==> config.mk <==
export PLATFORM = sky130hd
export DESIGN_NAME = multi_input_gate_acc
export DESIGN_NICKNAME = d
export VERILOG_FILES = /design/src/rtl/multi_input_gate_acc.sv
export SDC_FILE = /design/constraint.sdc
export NUM_CORES = 1
export LEC_CHECK = 0
export CAP_MARGIN = 0
export CORE_MARGIN = 3
export CORE_UTILIZATION = 49
export CTS_CLUSTER_DIAMETER = 200
export DETAILED_ROUTE_END_ITERATION = 10
export MAX_ROUTING_LAYER = met4
export PLACE_DENSITY_LB_ADDON = 0.3
export RECOVER_POWER = 50
export SLEW_MARGIN = 20
export SYNTH_ARGS = -nofsm -noshare
export SYNTH_HDL_FRONTEND = slang
export SYNTH_SLANG_ARGS = --single-unit
==> constraint.sdc <==
create_clock -name i_clk -period 2.46 [get_ports i_clk]
set_input_delay 0.492 -clock i_clk [delete_from_list [all_inputs] [get_ports i_clk]]
set_output_delay 0.492 -clock i_clk [all_outputs]
set_load 0.05 [all_outputs]
==> src/rtl/multi_input_gate_acc.sv <==
// multi_input_gate_acc: packet-wide XOR/NAND/NOR/XNOR reduction of WIDTH-bit beats with valid/ready on both sides.
// Ports: i_clk/i_rst_n clock and async active-low reset; i_valid/o_ready/i_data/i_code/i_last input beat;
// o_valid/i_ready result handshake; o_f result, o_beats saturating beat count, o_ovf count saturated;
// o_ones total popcount, present only when MULTI_INPUT_GATE_ACC_POPCNT_EN is defined.
module multi_input_gate_acc #(
    parameter int WIDTH = 3,
    parameter int CNT_W = 8
) (
    input  logic             i_clk,
    input  logic             i_rst_n,
    input  logic             i_valid,
    output logic             o_ready,
    input  logic [WIDTH-1:0] i_data,
    input  logic [1:0]       i_code,
    input  logic             i_last,
    output logic             o_valid,
    input  logic             i_ready,
    output logic             o_f,
    output logic [CNT_W-1:0] o_beats,
    output logic             o_ovf
`ifdef MULTI_INPUT_GATE_ACC_POPCNT_EN
    ,
    output logic [CNT_W+$clog2(WIDTH+1)-1:0] o_ones
`endif
);
    typedef enum logic [1:0] {IDLE, ACCUM, DONE} state_t;
    state_t state, state_d;
    logic [1:0] code_q, code_n;
    logic xor_acc, and_acc, or_acc, xor_n, and_n, or_n, f_q, ovf;
    logic [CNT_W-1:0] cnt;
    logic accept, first;
    assign accept  = i_valid & o_ready;
    assign first   = state == IDLE;
    assign o_ready = state != DONE;
    assign o_valid = state == DONE;
    assign o_f     = f_q;
    assign o_beats = cnt;
    assign o_ovf   = ovf;
    // The first beat of a packet loads the accumulators rather than folding into stale contents.
    assign code_n = first ? i_code : code_q;
    assign xor_n  = (~first & xor_acc) ^ (^i_data);
    assign and_n  = (first | and_acc) & (&i_data);
    assign or_n   = (~first & or_acc) | (|i_data);
    always_comb
        state_d = (state == DONE) ? (i_ready ? IDLE : DONE) :
                  (accept && i_last) ? DONE :
                  accept ? ACCUM : state;
    always_ff @(posedge i_clk or negedge i_rst_n) begin
        if (!i_rst_n) begin
            state   <= IDLE;
            code_q  <= 2'b00;
            xor_acc <= 1'b0;
            and_acc <= 1'b0;
            or_acc  <= 1'b0;
            f_q     <= 1'b0;
            cnt     <= '0;
            ovf     <= 1'b0;
        end else begin
            state <= state_d;
            if (accept) begin
                code_q  <= code_n;
                xor_acc <= xor_n;
                and_acc <= and_n;
                or_acc  <= or_n;
                cnt     <= first ? CNT_W'(1) : cnt + CNT_W'(!(&cnt));
                ovf     <= ~first & (ovf | (&cnt));
                if (i_last)
                    f_q <= code_n == 2'b00 ? xor_n :
                           code_n == 2'b01 ? ~and_n :
                           code_n == 2'b10 ? ~or_n : ~xor_n;
            end
        end
    end
`ifdef MULTI_INPUT_GATE_ACC_POPCNT_EN
    localparam int PW = $clog2(WIDTH + 1);
    localparam int OW = CNT_W + PW;
    logic [PW-1:0] pop;
    logic [OW:0] ones_sum;
    logic [OW-1:0] ones;
    always_comb begin
        pop = '0;
        for (int i = 0; i < WIDTH; i++) pop = pop + PW'(i_data[i]);
    end
    // One extra bit catches the carry so the total can clamp at all-ones.
    assign ones_sum = (first ? {(OW+1){1'b0}} : {1'b0, ones}) + (OW+1)'(pop);
    assign o_ones   = ones;
    always_ff @(posedge i_clk or negedge i_rst_n) begin
        if (!i_rst_n) ones <= '0;
        else if (accept) ones <= ones_sum[OW] ? {OW{1'b1}} : ones_sum[OW-1:0];
    end
`endif
endmodule

==> load_flow_metrics.sql <==
INSERT INTO impl_metrics (metric_group, metric, value, unit) VALUES
('routing', 'detail_route.iter0.violations', '7', ''),
('synthesis', 'syn_nets', '120', ''),
('sta', 'maxSlewViolCount', '0', ''),
('setup_path', 'cp.arrival', '1.59', 'ns'),
('finish', 'antenna_cells_inserted', '0', ''),
('sta', 'final.setup.tns', '0', 'ns'),
('floorplanning', 'die_area', '2660', 'µm²'),
('global_routing', 'groute.layer.met3.usage', '4.87', '%'),
('sta', 'hold_violations', '0', ''),
('routing', 'dr.pass1.iters', '4', ''),
('sta', 'rsz_0062_raised_after_global_routing', 'no', ''),
('setup_path', 'worst_path_dominant_cell_family', 'buffers and inverters', ''),
('power_and_ir_drop', 'fin_total_pwr', '1.20', 'mW'),
('setup_path', 'regToRegSetupSlack', '0.49', 'ns'),
('global_routing', 'grt_pass1_vias', '799', ''),
('clock_network', 'worst_skew_pair.late_latency', '0.29', 'ns'),
('sta', 'hold_slack', '0.495', 'ns'),
('setup_path', 'worst-r2r-cell-count', '8', ''),
('synthesis', 'mappedNetlistArea', '1020', 'µm²'),
('global_routing', 'overflow', '0', ''),
('sta', 'maxClockFrequency', '0.479', 'GHz'),
('clock_network', 'cts.sink_count', '17', ''),
('clock_network', 'htree_levels', '1', ''),
('global_routing', 'busiest_layer', 'met2', ''),
('power_and_ir_drop', 'leakagePower', '0.526', 'nW'),
('clock_network', 'cts-resized-gates', '0', ''),
('setup_path', 'cp_cell_sequence', 'clkdlybuf4s50_1', ''),
('routing', 'drcViolationCount', '0', ''),
('power_and_ir_drop', 'p_per_area', '969', 'nW/µm²'),
('floorplanning', 'effective_utilization_at_floorplan', '55.2', '%'),
('placed_design', 'dp_hpwl', '1650', 'µm'),
('routing', 'wl', '2160', 'µm'),
('setup_path', 'criticalPathCategory', 'reg2out', ''),
('routing', 'vias', '847', ''),
('routing', 'detail_route.vias_per_cell', '5.57', ''),
('clock_network', 'post-cts-setup-buffers', '0', ''),
('floorplanning', 'placementRows', '15', ''),
('global_routing', 'grt.total_usage', '18.8', '%'),
('synthesis', 'synth_top_area_share', '41.9', '%'),
('placed_design', 'gp_congestion', '0.834', ''),
('floorplanning', 'die_h', '51.5', 'µm'),
('finish', 'final_cell_count_no_fill', '152', ''),
('floorplanning', 'die_w', '51.5', 'µm'),
('sta', 'shortest_period_the_worst_path_allows', '2.09', 'ns'),
('synthesis', 'synthesis.yosys.warnings', '0', ''),
('placed_design', 'portBuffers', '21', ''),
('hold_path', 'holdPathEnd', 'xor_acc', ''),
('routing', 'wl_per_cell', '14.2', 'µm'),
('clock_network', 'tritoncts.num_buffers', '3', ''),
('synthesis', 'seq_area_frac_synth', '41.9', '%'),
('sta', 'relSlewSlack', '47.4', '%'),
('finish', 'area_delta_synth_final', '22.2', '%'),
('setup_path', 'critPathMaxFanout', '6', ''),
('run_status', 'run_status', 'completed', ''),
('sta', 'final.period_utilization', '84.8', '%'),
('hold_path', 'worst_hold_path_type', 'reg2reg', ''),
('sta', 'clock-skew-final', '0.00530', 'ns'),
('synthesis', 'synth-edff-count', '0', ''),
('setup_path', 'end_of_the_worst_register_to_register_path', 'o_beats[3]', ''),
('setup_path', 'crit_slowest_cell', 'sky130_fd_sc_hd__clkdlybuf4s50_1', ''),
('synthesis', 'synth_top_area_cell', 'sky130_fd_sc_hd__dfrtp_1', ''),
('global_routing', 'grt_max_degree', '18', ''),
('clock_network', 'cts_tree', 'yes', ''),
('synthesis', 'synth_top_flop_cell', 'sky130_fd_sc_hd__dfrtp_1', ''),
('setup_path', 'startpoint_type', 'register', ''),
('placed_design', 'dp_cells', '148', ''),
('clock_network', 'clock_tree.root_cell', 'sky130_fd_sc_hd__clkbuf_4', ''),
('finish', 'layout-drive-gt1-share', '11.0', '%'),
('floorplanning', 'num_io_pins', '22', ''),
('synthesis', 'post_synth_num_cell_types', '41', ''),
('synthesis', 'postSynthAreaPerCell', '9.58', 'µm²');
## where the power goes
| group | total (mW) | switching [mW] | internal [mW] | leakage, nW |
|---|---|---|---|---|
| Clock | 0.154 | 0.0937 | 0.0605 | 0.0177 |
| Sequential | 0.459 | 0.100 | 0.359 | 0.217 |
| Combinational | 0.589 | 0.364 | 0.225 | 0.291 |
| Total | 1.20 | 0.558 | 0.644 | 0.526 |
## synth_stat cells, types with 2 or more instances
| master | number |
|---|---|
| sky130_fd_sc_hd__nand3_1 | 2 |
| sky130_fd_sc_hd__ha_1 | 4 |
| sky130_fd_sc_hd__nand2b_1 | 2 |
| sky130_fd_sc_hd__o21ai_0 | 7 |
| sky130_fd_sc_hd__a32oi_1 | 2 |
| sky130_fd_sc_hd__inv_1 | 5 |
| sky130_fd_sc_hd__xor2_1 | 3 |
| sky130_fd_sc_hd__a21oi_1 | 8 |
| sky130_fd_sc_hd__mux2_2 | 2 |
| sky130_fd_sc_hd__and2_1 | 2 |
| sky130_fd_sc_hd__dfrtp_1 | 17 |
| sky130_fd_sc_hd__xnor2_1 | 2 |
| sky130_fd_sc_hd__or3_1 | 3 |
| sky130_fd_sc_hd__nand4_1 | 2 |
| sky130_fd_sc_hd__nand2_1 | 11 |
| sky130_fd_sc_hd__nor2_1 | 9 |
## cells in the final DEF (no fill, tap or decap), types with 2 or more instances in the layout
| master | count |
|---|---|
| sky130_fd_sc_hd__a21oi_1 | 8 |
| sky130_fd_sc_hd__a32oi_1 | 2 |
| sky130_fd_sc_hd__and2_1 | 2 |
| sky130_fd_sc_hd__buf_4 | 2 |
| sky130_fd_sc_hd__clkbuf_4 | 3 |
| sky130_fd_sc_hd__clkdlybuf4s50_1 | 17 |
| sky130_fd_sc_hd__dfrtp_1 | 17 |
| sky130_fd_sc_hd__dlygate4sd3_1 | 2 |
| sky130_fd_sc_hd__ha_1 | 4 |
| sky130_fd_sc_hd__inv_1 | 5 |
| sky130_fd_sc_hd__mux2_2 | 2 |
| sky130_fd_sc_hd__nand2_1 | 11 |
| sky130_fd_sc_hd__nand2b_1 | 2 |
| sky130_fd_sc_hd__nand3_1 | 2 |
| sky130_fd_sc_hd__nand4_1 | 2 |
| sky130_fd_sc_hd__nor2_1 | 9 |
| sky130_fd_sc_hd__o21ai_0 | 7 |
| sky130_fd_sc_hd__or3_1 | 3 |
| sky130_fd_sc_hd__xnor2_1 | 2 |
| sky130_fd_sc_hd__xor2_1 | 3 |
## state kept, by name, summed over array words and instances (netlist names)
register	flops
and_acc	1
code_q	2
o_beats	8
o_f	1
o_ovf	1
or_acc	1
state	2
xor_acc	1
## worst max path at each step
stage                    start         end
finish              o_beats[2]  o_beats[2]
global route        o_beats[2]  o_beats[2]
CTS                 o_beats[2]  o_beats[2]
detailed placement   i_data[0]         o_f
global placement     i_data[0]         o_f
floorplan           o_beats[2]  o_beats[3]
## per-layer routing
layer | vias to the layer above | wire length (µm)
met5 | - | 0
li1 | 422 | -
met4 | 0 | 29
met2 | 16 | 988
met1 | 404 | 1060
met3 | 5 | 81
## cell type report
type,instances,area [µm²]
flip-flops and latches,17,425
inverters,5,18.8
clock inverters,1,5.00
repair buffers,22,209
well taps,25,31.3
clock buffers,3,22.5
fillers,171,598
multi-input cells,79,529
## metrics by stage
stage | setup slack (ns) | instance area (µm²)
2_1_floorplan | 0.315 | 1020
3_3_place_gp | 0.333 | 1220
3_5_place_dp | 0.281 | 1220
4_1_cts | 0.375 | 1240
5_1_grt | 0.315 | 1240
6_report | 0.374 | 1240
## logic make-up after synthesis
group | after synthesis | synth area share (%)
simple gates | 40 | 22.3
mux | 3 | 3.20
compound gates | 27 | 17.4
flops | 17 | 41.9
buf+inv | 10 | 6.03
xor+xnor | 5 | 4.31
fa+ha+maj | 4 | 4.93
Note: power is estimated with default switching activity, not from simulation.
==> patch (same flow settings) <==
Set the parameter `CNT_W` to 6 (it was 8).
--- a/src/rtl/multi_input_gate_acc.sv
+++ b/src/rtl/multi_input_gate_acc.sv
@@ -5,5 +5,5 @@
 module multi_input_gate_acc #(
     parameter int WIDTH = 3,
-    parameter int CNT_W = 8
+    parameter int CNT_W = 6
 ) (
     input  logic             i_clk,
Ports: changed (resized o_beats); port bits go from 22 to 20. No check against the original RTL was run, so the function may have changed too.
==> patch against the original RTL <==
Cell area decreased by 11%; wire length is 15% lower; total power decreased by 7.0%; core utilization is 1.1 points higher; synthesized cell count down 10%; combinational power down 4.9%; sequential cell count is 2 lower; area after synthesis fell by 11%; worst setup slack improved by 0.012 ns.
==> patch: results (changes against the original RTL) <==
drt initial violations=13 (+6); slowest CP cell=dfrtp_1; Post-synth top cells=dfrtp_1, nor2_1, nand2_1, a21oi_1, inv_1; Final GP Congestion=0.899 (+7.7%); Setup Skew=0.00183 ns (-0.00348 ns); Nets=128 (-9.9%); GR Util met1=0.228 (-0.0134); Avg Vias per Cell=5.37 (-3.6%); GRT Total Usage=0.174 (-0.0141); first-pass GRT wire length=3.17 mm (-14%); area fraction of the dominant cell type after synthesis=0.417 (-0.00205); crit-path max FO=11 (+5); Synth area leaders=dfrtp_1, ha_1, nor2_1; Crit path largest cell delay=0.57 ns (-0.27 ns); maximum vdd drop=0.000788 V (+47%); post-synthesis net count=109 (-9.2%); largest net degree at the start of global routing=16 (-2); # port buffers=19 (-9.5%); distinct cell type count after synthesis=34 (-17%); post_cts resized=0 (unchanged); dpl hpwl=1.42 mm (-14%); vias in the first global route=706 (-12%); Slew headroom=0.553 (+0.0789); met2 Use GR=0.244 (-0.0501); Leakage Power=0.000490 uW (-6.9%); Worst-path clk slew=0.08 ns (-0.03 ns); status=complete, no violations; GR Util met3=0.0673 (+0.0186); sequential area share after synthesis=0.417 (-0.00205); layout cells sized above 1=0.0885 (-0.0217)
-- patch: area by class of cell --
cell class | count | area, sq um | area share
multi-input cells | 69 | 465 | 0.421
flip-flops and latches | 15 | 375 | 0.340
repair buffers | 20 | 189 | 0.171
well taps | 24 | 30.0 | 0.0272
clock buffers | 4 | 26.3 | 0.0238
inverters | 5 | 18.8 | 0.0170
-- patch: where the power goes --
| group | internal [uW] | switching, uW |
|---|---|---|
| registers | 327 | 94.4 |
| clock network | 62.9 | 73.2 |
| logic | 214 | 346 |
| total | 604 | 513 |
-- patch: final timing paths --
kind                                       startpoint                      to  slack [ns]  cells after the start
min in group asynchronous                     i_rst_n  o_beats[5]$_DFFE_PN0N_        0.68                      1
worst min register to register  code_q[0]$_DFFE_PN0N_   code_q[0]$_DFFE_PN0N_        0.50                      1
worst max register to register   state[1]$_DFFE_PN0P_         o_f$_DFFE_PN0P_        0.86                      4
worst min-delay path            code_q[0]$_DFFE_PN0N_   code_q[0]$_DFFE_PN0N_        0.50                      1
worst max-delay path             state[0]$_DFFE_PN0P_                 o_valid        0.39                      3
max in group asynchronous                     i_rst_n  o_beats[1]$_DFFE_PN0N_        1.35                      1
-- patch: kinds of logic after synthesis --
logic type,synth area share
flops,0.417
fa+ha+maj,0.0556
mux,0.0375
buf+inv,0.0667
compound gates,0.167
simple gates,0.199
xor+xnor,0.0583
-- patch: per-layer routing --
| layer | part of all wire | wire (microns) | vias to the layer above |
|---|---|---|---|
| met5 | 0 | 0 | - |
| met4 | 0.0093 | 17 | 0 |
| met3 | 0.068 | 125 | 2 |
| met2 | 0.47 | 866 | 30 |
| met1 | 0.45 | 822 | 338 |
| li1 | - | - | 366 |
-- patch: per-stage QoR --
| step | hold slack, ns | setup slack (ns) | instances | total power, uW | instance area, sq um |
|---|---|---|---|---|---|
| after global placement | 0.464 | 0.343 | 133 | 972 | 1080 |
| after floorplan | 0.196 | 0.708 | 95 | 835 | 901 |
| final | 0.496 | 0.386 | 137 | 1120 | 1100 |
| after CTS | 0.500 | 0.388 | 137 | 1130 | 1110 |
| after global routing | 0.522 | 0.270 | 137 | 1200 | 1100 |
| after detailed placement | 0.480 | 0.281 | 133 | 988 | 1080 |
